`config.mk`:
```
export PLATFORM = sky130hd
export DESIGN_NAME = alu_share_arbiter
export DESIGN_NICKNAME = d
export VERILOG_FILES = /design/src/rtl/alu_share_arbiter.sv
export SDC_FILE = /design/constraint.sdc
export NUM_CORES = 1
export LEC_CHECK = 0
export ABC_AREA = 1
export CAP_MARGIN = 20
export CORE_ASPECT_RATIO = 0.9
export CORE_MARGIN = 2
export CORE_UTILIZATION = 39
export DETAILED_ROUTE_END_ITERATION = 8
export HOLD_SLACK_MARGIN = 0.08
export PLACE_DENSITY = 0.82
export SLEW_MARGIN = 10
export SYNTH_ARGS = -nofsm -noshare
export SYNTH_HDL_FRONTEND = slang
export SYNTH_SLANG_ARGS = --single-unit
```
`constraint.sdc`:
```
create_clock -name clk -period 1.56 [get_ports clk]
set_clock_uncertainty 0.1 [all_clocks]
set_input_delay 0.156 -clock clk [delete_from_list [all_inputs] [get_ports clk]]
set_output_delay 0.156 -clock clk [all_outputs]
set_load 0.01 [all_outputs]
```
`src/rtl/alu_share_arbiter.sv`:
```
// Round-robin arbiter sharing one combinational ALU between the EX stage (port 0)
// and the branch/address unit (port 1), with a one-entry tagged result register.
`timescale 1ns/1ps

module alu_share_arbiter #(
    parameter int DATA_W  = 32,
    parameter bit RR_INIT = 1'b1
) (
    input  logic              clk,
    input  logic              rst,
    input  logic              req0,
    input  logic              req1,
    input  logic [2:0]        op0,
    input  logic [2:0]        op1,
    input  logic [DATA_W-1:0] a0,
    input  logic [DATA_W-1:0] b0,
    input  logic [DATA_W-1:0] a1,
    input  logic [DATA_W-1:0] b1,
    output logic              gnt0,
    output logic              gnt1,
    output logic [DATA_W-1:0] alu_a,
    output logic [DATA_W-1:0] alu_b,
    output logic [2:0]        alu_oper,
    input  logic [DATA_W-1:0] alu_result,
    input  logic              alu_zero,
    input  logic              alu_carry,
    input  logic              alu_ovf,
    output logic              res_valid,
    output logic              res_id,
    output logic [DATA_W-1:0] res_data,
    output logic              res_zero,
    output logic              res_carry,
    output logic              res_ovf,
    input  logic              res_ready
);

    typedef enum logic {EMPTY = 1'b0, FULL = 1'b1} state_t;

    state_t            state;
    logic              last_gnt;
    logic [DATA_W-1:0] hold_a;
    logic [DATA_W-1:0] hold_b;
    logic [2:0]        hold_oper;
    logic              can_issue;
    logic              grant_any;

    assign res_valid = (state == FULL);
    assign grant_any = gnt0 | gnt1;

    // Idle cycles replay the last granted operands so the ALU inputs do not toggle.
    always_comb begin
        can_issue = !res_valid || res_ready;
        gnt0      = 1'b0;
        gnt1      = 1'b0;
        if (!rst && can_issue) begin
            if (req0 && req1) begin
                gnt0 = last_gnt;
                gnt1 = !last_gnt;
            end else begin
                gnt0 = req0;
                gnt1 = req1;
            end
        end
        alu_a    = hold_a;
        alu_b    = hold_b;
        alu_oper = hold_oper;
        if (gnt1) begin
            alu_a    = a1;
            alu_b    = b1;
            alu_oper = op1;
        end else if (gnt0) begin
            alu_a    = a0;
            alu_b    = b0;
            alu_oper = op0;
        end
    end

    always_ff @(posedge clk) begin
        if (rst) begin
            state     <= EMPTY;
            last_gnt  <= RR_INIT;
            res_id    <= 1'b0;
            res_data  <= '0;
            res_zero  <= 1'b0;
            res_carry <= 1'b0;
            res_ovf   <= 1'b0;
            hold_a    <= '0;
            hold_b    <= '0;
            hold_oper <= 3'b000;
        end else begin
            case (state)
                EMPTY: if (grant_any) state <= FULL;
                FULL:  if (!grant_any && res_ready) state <= EMPTY;
                default: state <= EMPTY;
            endcase
            // A grant always reloads the register; a same-cycle read just hands it over.
            if (grant_any) begin
                last_gnt  <= gnt1;
                res_id    <= gnt1;
                res_data  <= alu_result;
                res_zero  <= alu_zero;
                res_carry <= alu_carry;
                res_ovf   <= alu_ovf;
                hold_a    <= alu_a;
                hold_b    <= alu_b;
                hold_oper <= alu_oper;
            end
        end
    end

endmodule
```
==> results of run 1 <==
through the flow:
stage | hold slack, ns | utilization | std cells | area (sq um) | TNS, ns
floorplan | 0.191 | - | 804 | 4940 | 0
global placement | 0.376 | 0.684 | 1283 | 8360 | -95.38
detailed placement | 0.381 | 0.684 | 1283 | 8360 | -98.07
CTS | 0.253 | 0.858 | 1481 | 10500 | -79.05
cell families after synthesis:
logic type | count (synthesis)
simple gates | 481
flops | 105
compound gates | 39
buf+inv | 179
repair_timing:
action                                  CTS
hold buffers                              0
resized for setup                       431
cloned                                    8
pin swaps                                64
endpoints found under the setup margin  163
buffers inserted                        174
==> results.json, run 1 <==
{
  "synthesis.area_sq_um": 4940,
  "die_w_um": 123,
  "run.stop_error": "[ERROR DPL-0038] Utilization greater than 100%, impossible to legalize",
  "rows": 38,
  "numCtsBuffers": 9,
  "start_util": 0.404,
  "avgSynthCellArea_sq_um": 6.14,
  "failed_stage": "5_1_grt",
  "ys_seq_elements": 105,
  "grt_start_max_net_pins": 69,
  "synth-edff-count": 0,
  "ys_async_sr_fraction": 0,
  "netlist_instances": 804,
  "synth_top_family_by_area": "simple AND/OR/NAND/NOR gates",
  "dpl.hpwl_um": 11600,
  "gp_congestion": 0.826,
  "synthSimpleGateAreaFrac": 0.375,
  "clock-sinks": 105,
  "synth_most_common_cell": "nor2_1",
  "synth.distinct_cells": 18,
  "synth_common_cells": "261 x nor2_1, 207 x nand2_1, 136 x inv_1",
  "io_pins": 280,
  "synth.area.mux_share": 0,
  "post-place-ws_ns": -0.842,
  "yosysTopAreaCell": "dfxtp_1",
  "synth_adder_area_share": 0,
  "worst-ep-kind": "top-level output",
  "die_height_um": 111,
  "io_buffer_count": 279,
  "cts_buffer_depth": 2,
  "synth_xor_area_frac": 0,
  "synth_compound_area_frac": 0.0423,
  "outcome": "aborted with a tool error",
  "yosysWarningCount": 0,
  "syn-num-nets": 978,
  "synth_top_area_frac": 0.426,
  "yosysSeqAreaShare": 0.426,
  "crit_endpoint": "alu_b[28]",
  "cts_root_buf": "clkbuf_16",
  "synth_top_cells_by_area": "dfxtp_1 43%, nor2_1 20%, nand2_1 16%",
  "cts_max_level": 3,
  "ys.flop_type": "dfxtp_1"
}
==> run 2: changes to the inputs <==
Settings changed: CORE_ASPECT_RATIO 0.9 to default, HOLD_SLACK_MARGIN 0.08 to default, PLACE_DENSITY 0.82 to default, PLACE_DENSITY_LB_ADDON from default to 0.15.
==> run 2 against run 1 <==
Compared with the run above: the flow now finishes, with violations (negative setup slack); synthesized cell count stayed put; synthesized area did not move.
==> results.json, run 2 <==
{
  "outcome": "finished with violations",
  "violations": "negative setup slack",
  "hold_buffers": 0,
  "ys.flop_type": "dfxtp_1",
  "synth_common_cells": "261 x nor2_1, 207 x nand2_1, 136 x inv_1",
  "setup_violations": 170,
  "die-area_sq_um": 13600,
  "met3_usage": 0.0815,
  "avgSynthCellArea_sq_um": 6.14,
  "cts_max_level": 3,
  "rsz0062_at_grt": "yes",
  "path_clk_slew_ns": 0.08,
  "p_total_uw": 8480,
  "yosysWarningCount": 0,
  "finalCritPeriodShare": 1.41,
  "nets": 1397,
  "syn-num-nets": 978,
  "rows": 41,
  "powerDensity_nw_per_um2": 811,
  "post_dp_cell_area_sq_um": 8290,
  "startpoint": "res_valid$_SDFF_PP0_",
  "antenna_found_initial": 2,
  "drive_gt1_frac": 0.329,
  "grt_pass1_vias": 5699,
  "critical_path_arrival_ns": 1.94,
  "io_buffer_count": 279,
  "yosysTopAreaCell": "dfxtp_1",
  "path_class": "reg2out",
  "gp_congestion": 0.778,
  "cts_buffer_depth": 2,
  "regToRegStartpoint": "last_gnt$_SDFFE_PP1P_",
  "peakVddDrop_mv": 0.655,
  "hold_class": "in2reg",
  "dpl.hpwl_um": 11000,
  "yosysSeqAreaShare": 0.426,
  "max_slew_margin": 0.487,
  "reg_top3": "hold_a x32, hold_b x32, res_data x32",
  "drt_wl_total_um": 22200,
  "critPathCaptureType": "output pin",
  "vias_per_cell": 4.56,
  "io_pins": 280,
  "grt-busiest-layer": "met2",
  "synth_most_common_cell": "nor2_1",
  "ys_async_sr_fraction": 0,
  "fin_area_sq_um": 10500,
  "ant_nets": 0,
  "numCtsBuffers": 9,
  "synth-edff-count": 0,
  "post-place-ws_ns": -0.839,
  "grt_start_max_net_pins": 69,
  "wl_per_cell_um": 15.8,
  "synth_top_area_frac": 0.426,
  "worst_slack_ns": -0.639,
  "synth.distinct_cells": 18,
  "p_leak_uw": 0.00515,
  "cap_violations": 0,
  "ys_seq_elements": 105,
  "start_util": 0.396,
  "coreArea_sq_um": 12500,
  "firstDrtPassIters": 4,
  "drv_slew": 0,
  "clock_latency_ns": 0.37,
  "drc": 0,
  "hp-start": "rst",
  "instances_no_fill": 1402,
  "vias": 6399,
  "startpoint_type": "register",
  "clock-sinks": 105,
  "synthesis.area_sq_um": 4940,
  "grtUsageMet2": 0.449,
  "overflow": 0,
  "worst_ep_required_time_ns": 1.30,
  "synth_top_cells_by_area": "dfxtp_1 43%, nor2_1 20%, nand2_1 16%",
  "cts_root_buf": "clkbuf_16",
  "grt.total_usage": 0.261,
  "grt_pass1_wl_um": 27300,
  "worst-slew-pin-transition_ns": 0.770,
  "cp_max_fo": 8,
  "dp.cells": 1284,
  "use_met1": 0.291,
  "layout_common_cells": "208 x clkdlybuf4s50_1, 186 x nand2_1, 160 x nor2_1",
  "reg2reg_depth": 16,
  "die_height_um": 117,
  "netlist_instances": 804,
  "tritoncts": "done",
  "hold_viol_final": 0,
  "die_w_um": 117,
  "fmax_ghz": 0.455,
  "min_period_ns": 2.20,
  "syn2layout_area_growth_pct": 112,
  "drt_iter0_drc": 281,
  "whs_ns": 0.258,
  "holdPathStages": 4,
  "final_common_cell": "clkdlybuf4s50_1"
}
==> run 2: cell counts after synthesis <==
No cell type changed its count.
==> run 2: cells by family after synthesis <==
| family | after synthesis | share of synthesized area |
|---|---|---|
| and+or+nand+nor | 481 | 0.375 |
| buffers and inverters | 179 | 0.156 |
| DFF | 105 | 0.426 |
| AOI/OAI and AO/OA | 39 | 0.0423 |
==> run 2: routing by layer <==
layer	wire, um	part of all wire	up-vias
met2	11300	0.51	259
met3	1730	0.078	68
li1	-	-	3144
met1	8170	0.37	2928
met4	934	0.042	0
met5	0	0	-
==> run 2: timing repair <==
item | in CTS | in global routing
pin swaps | 25 | 70
gates resized for setup | 322 | 237
setup buffers | 52 | 49
endpoints found under the hold margin | 0 | 0
gates cloned | 9 | 12
endpoints found under the setup margin | 162 | 180
==> run 2: area by class of cell <==
cell class,count,area (sq um)
multi-input cells,520,2640
flip-flops and latches,105,2100
clock inverters,6,56.3
inverters,139,522
repair buffers,448,4680
diodes,2,5.00
fillers,784,2010
clock buffers,10,239
well taps,172,215
==> run 2: final timing paths <==
check,to,slack [ns]
max reg2reg,hold_a[23]$_SDFFE_PP0P_,-0.58
min,last_gnt$_SDFFE_PP1P_,0.26
max,alu_a[13],-0.64
min reg2reg,res_id$_SDFFE_PP0P_,0.40
==> run 2: where the power goes <==
part / leakage, uW / switching, uW / internal (uW)
sequential: 0.000864 / 79.5 / 2890
clock: 0.000144 / 1150 / 1170
combinational: 0.00414 / 1370 / 1820
==> run 2: worst max-delay path, cell delays in order, from the launching register on <==
cell and delay (ns):
dfxtp_2 0.34, nand2_4 0.07, nand2_4 0.07, buf_6 0.12
a21oi_4 0.15, buf_6 0.18, buf_16 0.15, buf_6 0.11
nor2_4 0.03, nor2_2 0.12, inv_1 0.08, buf_2 0.14
==> run 2: per-stage QoR <==
step	util	TNS, ns
2_1_floorplan	-	0
3_3_place_gp	0.665	-91.99
3_5_place_dp	0.665	-95.34
4_1_cts	0.744	-59.89
5_1_grt	0.839	-69.63
6_report	0.839	-56.30
(Power assumes the default switching activity.)
